===== config.mk =====
export PLATFORM = sky130hd
export DESIGN_NAME = aes_128_inv_key_sched
export DESIGN_NICKNAME = d
export VERILOG_FILES = /design/src/rtl/aes_128_inv_key_sched.sv
export SDC_FILE = /design/constraint.sdc
export NUM_CORES = 1
export LEC_CHECK = 0
export ABC_AREA = 1
export BUFFER_PORTS_ARGS = -buffer_cell sky130_fd_sc_hd__buf_4
export CORE_ASPECT_RATIO = 1.4
export CORE_MARGIN = 2
export CORE_UTILIZATION = 43
export DETAILED_ROUTE_END_ITERATION = 6
export GPL_ROUTABILITY_DRIVEN = 0
export PLACE_DENSITY = 0.73
export SLEW_MARGIN = 20
export SYNTH_ARGS = -nofsm -noshare
export SYNTH_HDL_FRONTEND = slang
export SYNTH_SLANG_ARGS = --single-unit

===== constraint.sdc =====
create_clock -name clk -period 2.3 [get_ports clk]
set_input_delay 0.345 -clock clk [delete_from_list [all_inputs] [get_ports clk]]
set_output_delay 0.345 -clock clk [all_outputs]
set_load 0.02 [all_outputs]

===== src/rtl/aes_128_inv_key_sched.sv =====
// Reverse AES-128 key schedule: loads the round-10 key and steps back to round 0, one key per handshake.
// Optional final-key self check is enabled by defining AES_INV_KEY_CHECK_EN.
module aes_128_inv_key_sched (
    input  logic         clk,
    input  logic         reset_n,
    input  logic [127:0] last_key,
    input  logic         load,
    output logic [127:0] key_out,
    output logic [3:0]   key_round,
    output logic         key_valid,
    input  logic         key_ready,
    output logic         busy,
    output logic         done,
    output logic [31:0]  sbox,
    input  logic [31:0]  new_sbox
`ifdef AES_INV_KEY_CHECK_EN
    ,
    input  logic [127:0] ref_key,
    output logic         key_mismatch
`endif
);

    typedef enum logic {S_IDLE, S_EMIT} state_t;

    state_t       r_state;
    logic [127:0] r_key;
    logic [3:0]   r_round;
    logic [7:0]   r_rcon;
    logic         r_valid;
    logic         r_busy;
    logic         r_done;

    logic         w_hs;
    logic         w_last;
    logic [31:0]  w_w0, w_w1, w_w2, w_w3;
    logic [31:0]  w_t;
    logic [127:0] w_prev_key;
    logic [7:0]   w_rcon_prev;

    assign {w_w0, w_w1, w_w2, w_w3} = r_key;
    assign w_hs   = (r_state == S_EMIT) && r_valid && key_ready;
    assign w_last = (r_round == 4'd0);

    // w2^w3 is the previous round's w3; SubWord and RotWord commute, so rotate after the S-box
    assign sbox        = w_w2 ^ w_w3;
    assign w_t         = {new_sbox[23:0], new_sbox[31:24]} ^ {r_rcon, 24'h0};
    assign w_prev_key  = {w_w0 ^ w_t, w_w1 ^ w_w0, w_w2 ^ w_w1, w_w3 ^ w_w2};
    assign w_rcon_prev = r_rcon[0] ? (((r_rcon ^ 8'h1b) >> 1) | 8'h80) : (r_rcon >> 1);

    always_ff @(posedge clk or negedge reset_n) begin
        if (!reset_n) begin
            r_state <= S_IDLE;
            r_key   <= '0;
            r_round <= '0;
            r_rcon  <= '0;
            r_valid <= 1'b0;
            r_busy  <= 1'b0;
            r_done  <= 1'b0;
        end else begin
            r_done <= 1'b0;
            if (load) begin
                r_state <= S_EMIT;
                r_key   <= last_key;
                r_round <= 4'd10;
                r_rcon  <= 8'h36;
                r_valid <= 1'b1;
                r_busy  <= 1'b1;
            end else if (w_hs) begin
                if (w_last) begin
                    // round-0 key stays on key_out after the sequence ends
                    r_state <= S_IDLE;
                    r_valid <= 1'b0;
                    r_busy  <= 1'b0;
                    r_done  <= 1'b1;
                end else begin
                    r_key   <= w_prev_key;
                    r_round <= r_round - 4'd1;
                    r_rcon  <= w_rcon_prev;
                end
            end
        end
    end

    assign key_out   = r_key;
    assign key_round = r_round;
    assign key_valid = r_valid;
    assign busy      = r_busy;
    assign done      = r_done;

`ifdef AES_INV_KEY_CHECK_EN
    logic [127:0] r_ref;
    logic         r_mismatch;

    always_ff @(posedge clk or negedge reset_n) begin
        if (!reset_n) begin
            r_ref      <= '0;
            r_mismatch <= 1'b0;
        end else if (load) begin
            r_ref      <= ref_key;
            r_mismatch <= 1'b0;
        end else if (w_hs && w_last) begin
            r_mismatch <= (r_key != r_ref);
        end
    end

    assign key_mismatch = r_mismatch;
`endif

endmodule


* Word level (Yosys, flattened, before mapping)
Cells that the tools add are included.
** Word-level totals
- Memories kept :: 0
- Output and inout port bits :: 167
- Bits in latches :: 0
- Bits in read-only memories :: 0
- Bits in writable memories :: 0
- Register bits :: 142
** Operators by class
- Shifts and indexed selects :: 0
- Div/mod/pow operators :: 0
- Add/subtract/negate cells :: 1
- Bitwise operators :: 6
- Multipliers :: 0
- Mux-type cells :: 16
- Eq/ne operators :: 1
- Magnitude comparators :: 0
- Reduce and logical (&&, ||, !) cells :: 6
** Operators with widths (number)
- two-way mux 128 bit :: 3
- bitwise XOR 32 bit :: 5
- two-way mux 8 bit :: 4
- two-way mux 4 bit :: 3
- two-way mux 1 bit :: 6
- logical NOT 4 bit :: 1
- inverter 4 bit :: 1
- AND reduction 2 bit :: 2
- nonzero test 2 bit :: 2
- subtractor 4 x 1 -> 4 bit (second input constant) :: 1
- inequality test 2 bit (second input constant) :: 1
- logical AND 1 bit :: 1

* Depth between registers and ports, before layout
- Depth after elaboration :: 5
- Mapped depth :: 11
- Depth with buffers taken out :: 9

* Worst setup path before layout
OpenSTA, ideal clock, no wires.
- Path kind :: register to register
- From :: register r_round[0], in the netlist key_round[0]
- To :: register r_key[12], in the netlist key_out[12]
- Slack :: 0.663 ns
- Period minus slack after synthesis :: 1.637 ns
- Stages on the path, launching flop included :: 12
- Arrival :: 1.513 ns
- Required time :: 2.177 ns
- Path buffers :: 3
- Cells stage by stage :: dfrtp_1 > inv_1 > ha_1 > inv_1 > nor2_1 > nand2_2 > nand2_1 > buf_4 > buf_6 > buf_6 > nand2_1 > nand2_1
** On the way
- Cells in the longest elaborated chain, start to end :: 3
** Ends and longest elaborated chain
- from (decl) :: RTL line 27 : logic [3:0] r_round;
- from (signal assigned) :: RTL line 77 : r_round <= r_round - 4'd1;
- logical NOT 4 bit :: RTL line 42 : assign w_last = (r_round == 4'd0);
- inequality test 2 bit (no line)
- AND reduction 2 bit (no line)
- to (signal assigned) :: RTL line 63 : r_key <= last_key;
- to (signal assigned) :: RTL line 76 : r_key <= w_prev_key;
- to (decl) :: RTL line 26 : logic [127:0] r_key;
Every way passes these cells.
A chain may end at the register's enable or synchronous reset.

* Worst setup path in the final report
- From :: register r_round[0], in the netlist key_round[0]
- To :: register r_rcon[0]
** On the way
- Cells in the longest elaborated chain, start to end :: 3
** Ends and longest elaborated chain
- logical NOT 4 bit :: RTL line 42
- inequality test 2 bit (no line)
- AND reduction 2 bit (no line)
- to (signal assigned) :: RTL line 78 : r_rcon <= w_rcon_prev;
- to (decl) :: RTL line 28 : logic [7:0] r_rcon;
Every way passes these cells.

==> parameters.txt <==
Parameter                              Value

Status
  Outcome    complete, no violations

Power and ir drop
  Net switching fraction of the power    a little over two fifths
  Total net switching power    roughly 6.4 mW
  Pwr per Cell Area    1320 nW/um^2
  Portion of total power attributed to sequential cells    between 30% and 40%
  LEAKAGE    around 6 nW
  Internal portion of total power    8.44 mW
  Worst vdd rail ir drop    around 660 uV
  Logic gate share of total power    between 40% and 50%
  Share of power burned in the clock network    18.7%

STA
  Hold Vio Cnt, Final    0
  Post-layout minimum cycle time    between 1.5 and 2 ns
  Setup repair after global routing missed its margin    false
  Summed negative setup slack over all endpoints    0 ns
  Post-route clock period utilization    80.9%
  Pins Over Slew Limit    0
  Peak Freq    537 MHz
  Setup slack of the critical path after layout    ~0.44 ns
  Worst Max-Slew Pin Slew    0.655 ns
  Worst clock skew    around 0.012 ns
  Rel. slew slack    around 56%
  # setup viols final    0

GRT
  Number of antenna violations at the first check in global routing    0
  Global routing usage summed across all routing layers    about a quarter
  Maximum number of pins on one net before global-route repair    ~170
  Total congestion overflow after global routing    0
  Wire length of the first global-routing pass    a little under 40 mm
  Via count of the first global-routing pass    roughly 7500

Routing
  DRT iter0 DRCs    roughly 500
  DR DRC count    0
  Detail-routed via count per cell    4.83
  Routed wire per std cell    14.6 microns
  Wirelength, routed    24.0 mm
  Vias    slightly below 8000
  Post-DRT Antenna Nets    0
  Number of iterations in the first detailed-routing pass    5

Worst setup path
  Type of the worst setup path    reg2reg
  Startpoint of the worst register-to-register path    key_round[0]
  Category of the worst setup path capture point    flop
  Crit start category    flop
  CP most frequent cell    sky130_fd_sc_hd__inv_1
  Critical path's largest stage delay    0.38 ns
  Worst r2r path cells    10
  Worst-case register-to-register setup slack    0.44 ns
  Arrival @ worst endpoint    ~2.2 ns
  Critical path peak fanout    slightly above 40
  Crit Reg-Reg Endpoint    r_rcon[0]
  CP max stage cell    sky130_fd_sc_hd__dfrtp_1
  Critical path data required time    ~2.6 ns
  Worst-path cell chain    inv_1 -> ha_1 -> inv_1 -> nor2_1 -> nand2_2 -> nand2_4 -> clkinv_2 -> buf_12 -> nand3_1 -> o21ai_0
  Timing startpoint of the critical path    key_round[0]

Clock tree
  Total number of H-tree levels    4
  Clock net sink count    roughly 140
  CTS Root Cell    sky130_fd_sc_hd__clkbuf_16
  TritonCTS clock tree    built
  Worst-path clk slew    around 0.06 ns
  Num CTS Buffers    17
  Clk buf depth    2
  Number of buffers added for setup after CTS    0
  Clock latency at the later pin of the worst-skew pair    0.42 ns

Floorplanning
  Starting density of the core    about 44%
  Die Ht    roughly 170 microns
  Ports    about 330
  Die Span X    about 120 microns
  Row cnt    between 50 and 60
  Placeable core region    18500 sq um
  Area of the die    19900 sq um

Synthesis
  Count of cell types in the netlist    19
  Area share of the largest cell type after synthesis    44.0%
  Synth area leader    sky130_fd_sc_hd__dfrtp_1
  Syn_area_per_cell    about 7.4 sq um
  Warning count from the yosys run    0
  Top post-synthesis cells by count    sky130_fd_sc_hd__nand2_1 (488), sky130_fd_sc_hd__dfrtp_1 (142), sky130_fd_sc_hd__o21ai_0 (136), sky130_fd_sc_hd__xnor2_1 (88), sky130_fd_sc_hd__nor2_1 (87)
  Synthesized area    approximately 8100 sq um
  Most repeated cell in the gate-level netlist after synthesis    sky130_fd_sc_hd__nand2_1
  Asr flop ratio synth    100%
  Flops & latches, synth    ~140
  Count of flip-flops with a built-in enable after synthesis    0
  Main flop type after synthesis    sky130_fd_sc_hd__dfrtp_1
  Post-Synthesis Cells    roughly 1100
  Most area-consuming cells after synthesis    sky130_fd_sc_hd__dfrtp_1 (44%), sky130_fd_sc_hd__nand2_1 (23%), sky130_fd_sc_hd__xnor2_1 (9.5%), sky130_fd_sc_hd__o21ai_0 (8.4%), sky130_fd_sc_hd__nor2_1 (4.0%)
  Register area share after synthesis    a little over two fifths
  Syn_nets    approximately 1300

Final layout
  Nets@finish    1558
  Area delta synth->final    39.7%
  Proportion of layout cells with a drive suffix above 1    approximately a quarter
  Final-layout fill cell count    ~1700
  Number of inserted diodes    0

Place
  Detail Placement HPWL    roughly 17 mm
  Setup WS pre-CTS    approximately 0.48 ns
  Number of port buffers    between 300 and 400

Job
  Count of maximum capacitance violations    0

Min path
  Hold Crit Endpoint    done
  Worst min path class    in2reg
  Origin of the worst min-delay path    key_ready
  Number of stages on the worst hold path    3
-- routing by layer --
metal  GRT usage [%]  share of wire [%]  vias up
met1            29.9                 40     3694
li1                -                  -     3985
met2            41.1                 52      234
met5               0                  0        -
met3            5.08                5.3       42
met4            9.62                3.0        0
-- repair_timing --
action	4_1_cts	5_1_grt
gates resized for setup	0	0
hold buffers	1	0
endpoints found under the hold margin	43	0
-- cell usage in the layout, fill, tap and decap left out, drive strengths merged --
cell type,n
nand2,489
buf,340
dfrtp,142
o21ai,136
xnor2,88
nor2,87
xor2,33
inv,29
nand3,20
clkbuf,20
clkinv,7
bufinv,3
a21oi,2
ha,2
clkinvlp,2
or2,1
nand3b,1
o22ai,1
dlygate4sd3,1
-- area by class of cell --
type / count / area [sq um] / area share (%)
multi-input combinational: 860 / 4070 / 36.0
sequential: 142 / 3550 / 31.5
timing repair buffer: 341 / 2660 / 23.5
clock buffer: 20 / 447 / 3.96
tap: 244 / 305 / 2.70
clock inverter: 11 / 143 / 1.26
inverter: 30 / 114 / 1.01
-- cell families after synthesis --
| kind of cell | synth area share, % |
|---|---|
| adder cells (fa/ha/maj) | 0.310 |
| buffers and inverters | 5.76 |
| flip-flops | 44.0 |
| XOR/XNOR | 13.1 |
| AND/OR/NAND/NOR | 28.2 |
| AO/OA/AOI/OAI | 8.63 |
-- sequential cells by signal, summed over array words and instances, names as in the netlist --
register,flops
busy,1
done,1
key_out,128
key_round,4
r_rcon,8
-- how the worst max path moves through the flow --
stage / endpoint / depth (start not counted)
floorplan: key_out[12] / 11
global placement: r_rcon[1] / 10
detailed placement: r_rcon[1] / 10
CTS: r_rcon[0] / 10
global route: r_rcon[0] / 10
finish: r_rcon[0] / 10
-- power by group through the flow --
stage / Sequential, mW / Clock, mW / Combinational (mW)
finish: 4.80 / 2.78 / 7.30
global route: 4.97 / 2.94 / 7.92
CTS: 4.80 / 2.83 / 7.36
detailed placement: 4.83 / 0 / 7.33
global placement: 4.80 / 0 / 7.20
floorplan: 5.61 / 0 / 3.28
-- critical path, delay by kind of cell (launching register included) --
kind,cells,cell delay (ns)
AO/OA/AOI/OAI,1,0.11
adder cells (fa/ha/maj),1,0.17
buffers and inverters,4,0.64
flip-flops,1,0.38
AND/OR/NAND/NOR,4,0.40
-- metrics by stage --
stage / instance area [sq um] / util, % / total power, mW / cells / hold slack, ns
6_report: 11300 / 60.9 / 14.9 / 1648 / 0.207
5_1_grt: 11300 / 60.9 / 15.8 / 1648 / 0.203
3_5_place_dp: 10700 / 57.7 / 12.2 / 1616 / 0.316
3_3_place_gp: 10700 / 57.7 / 12.0 / 1616 / 0.313
2_1_floorplan: 8080 / - / 8.89 / 1092 / 0.0494
4_1_cts: 11300 / 60.9 / 15.0 / 1648 / 0.185
Note: power is estimated with default switching activity, not from simulation.
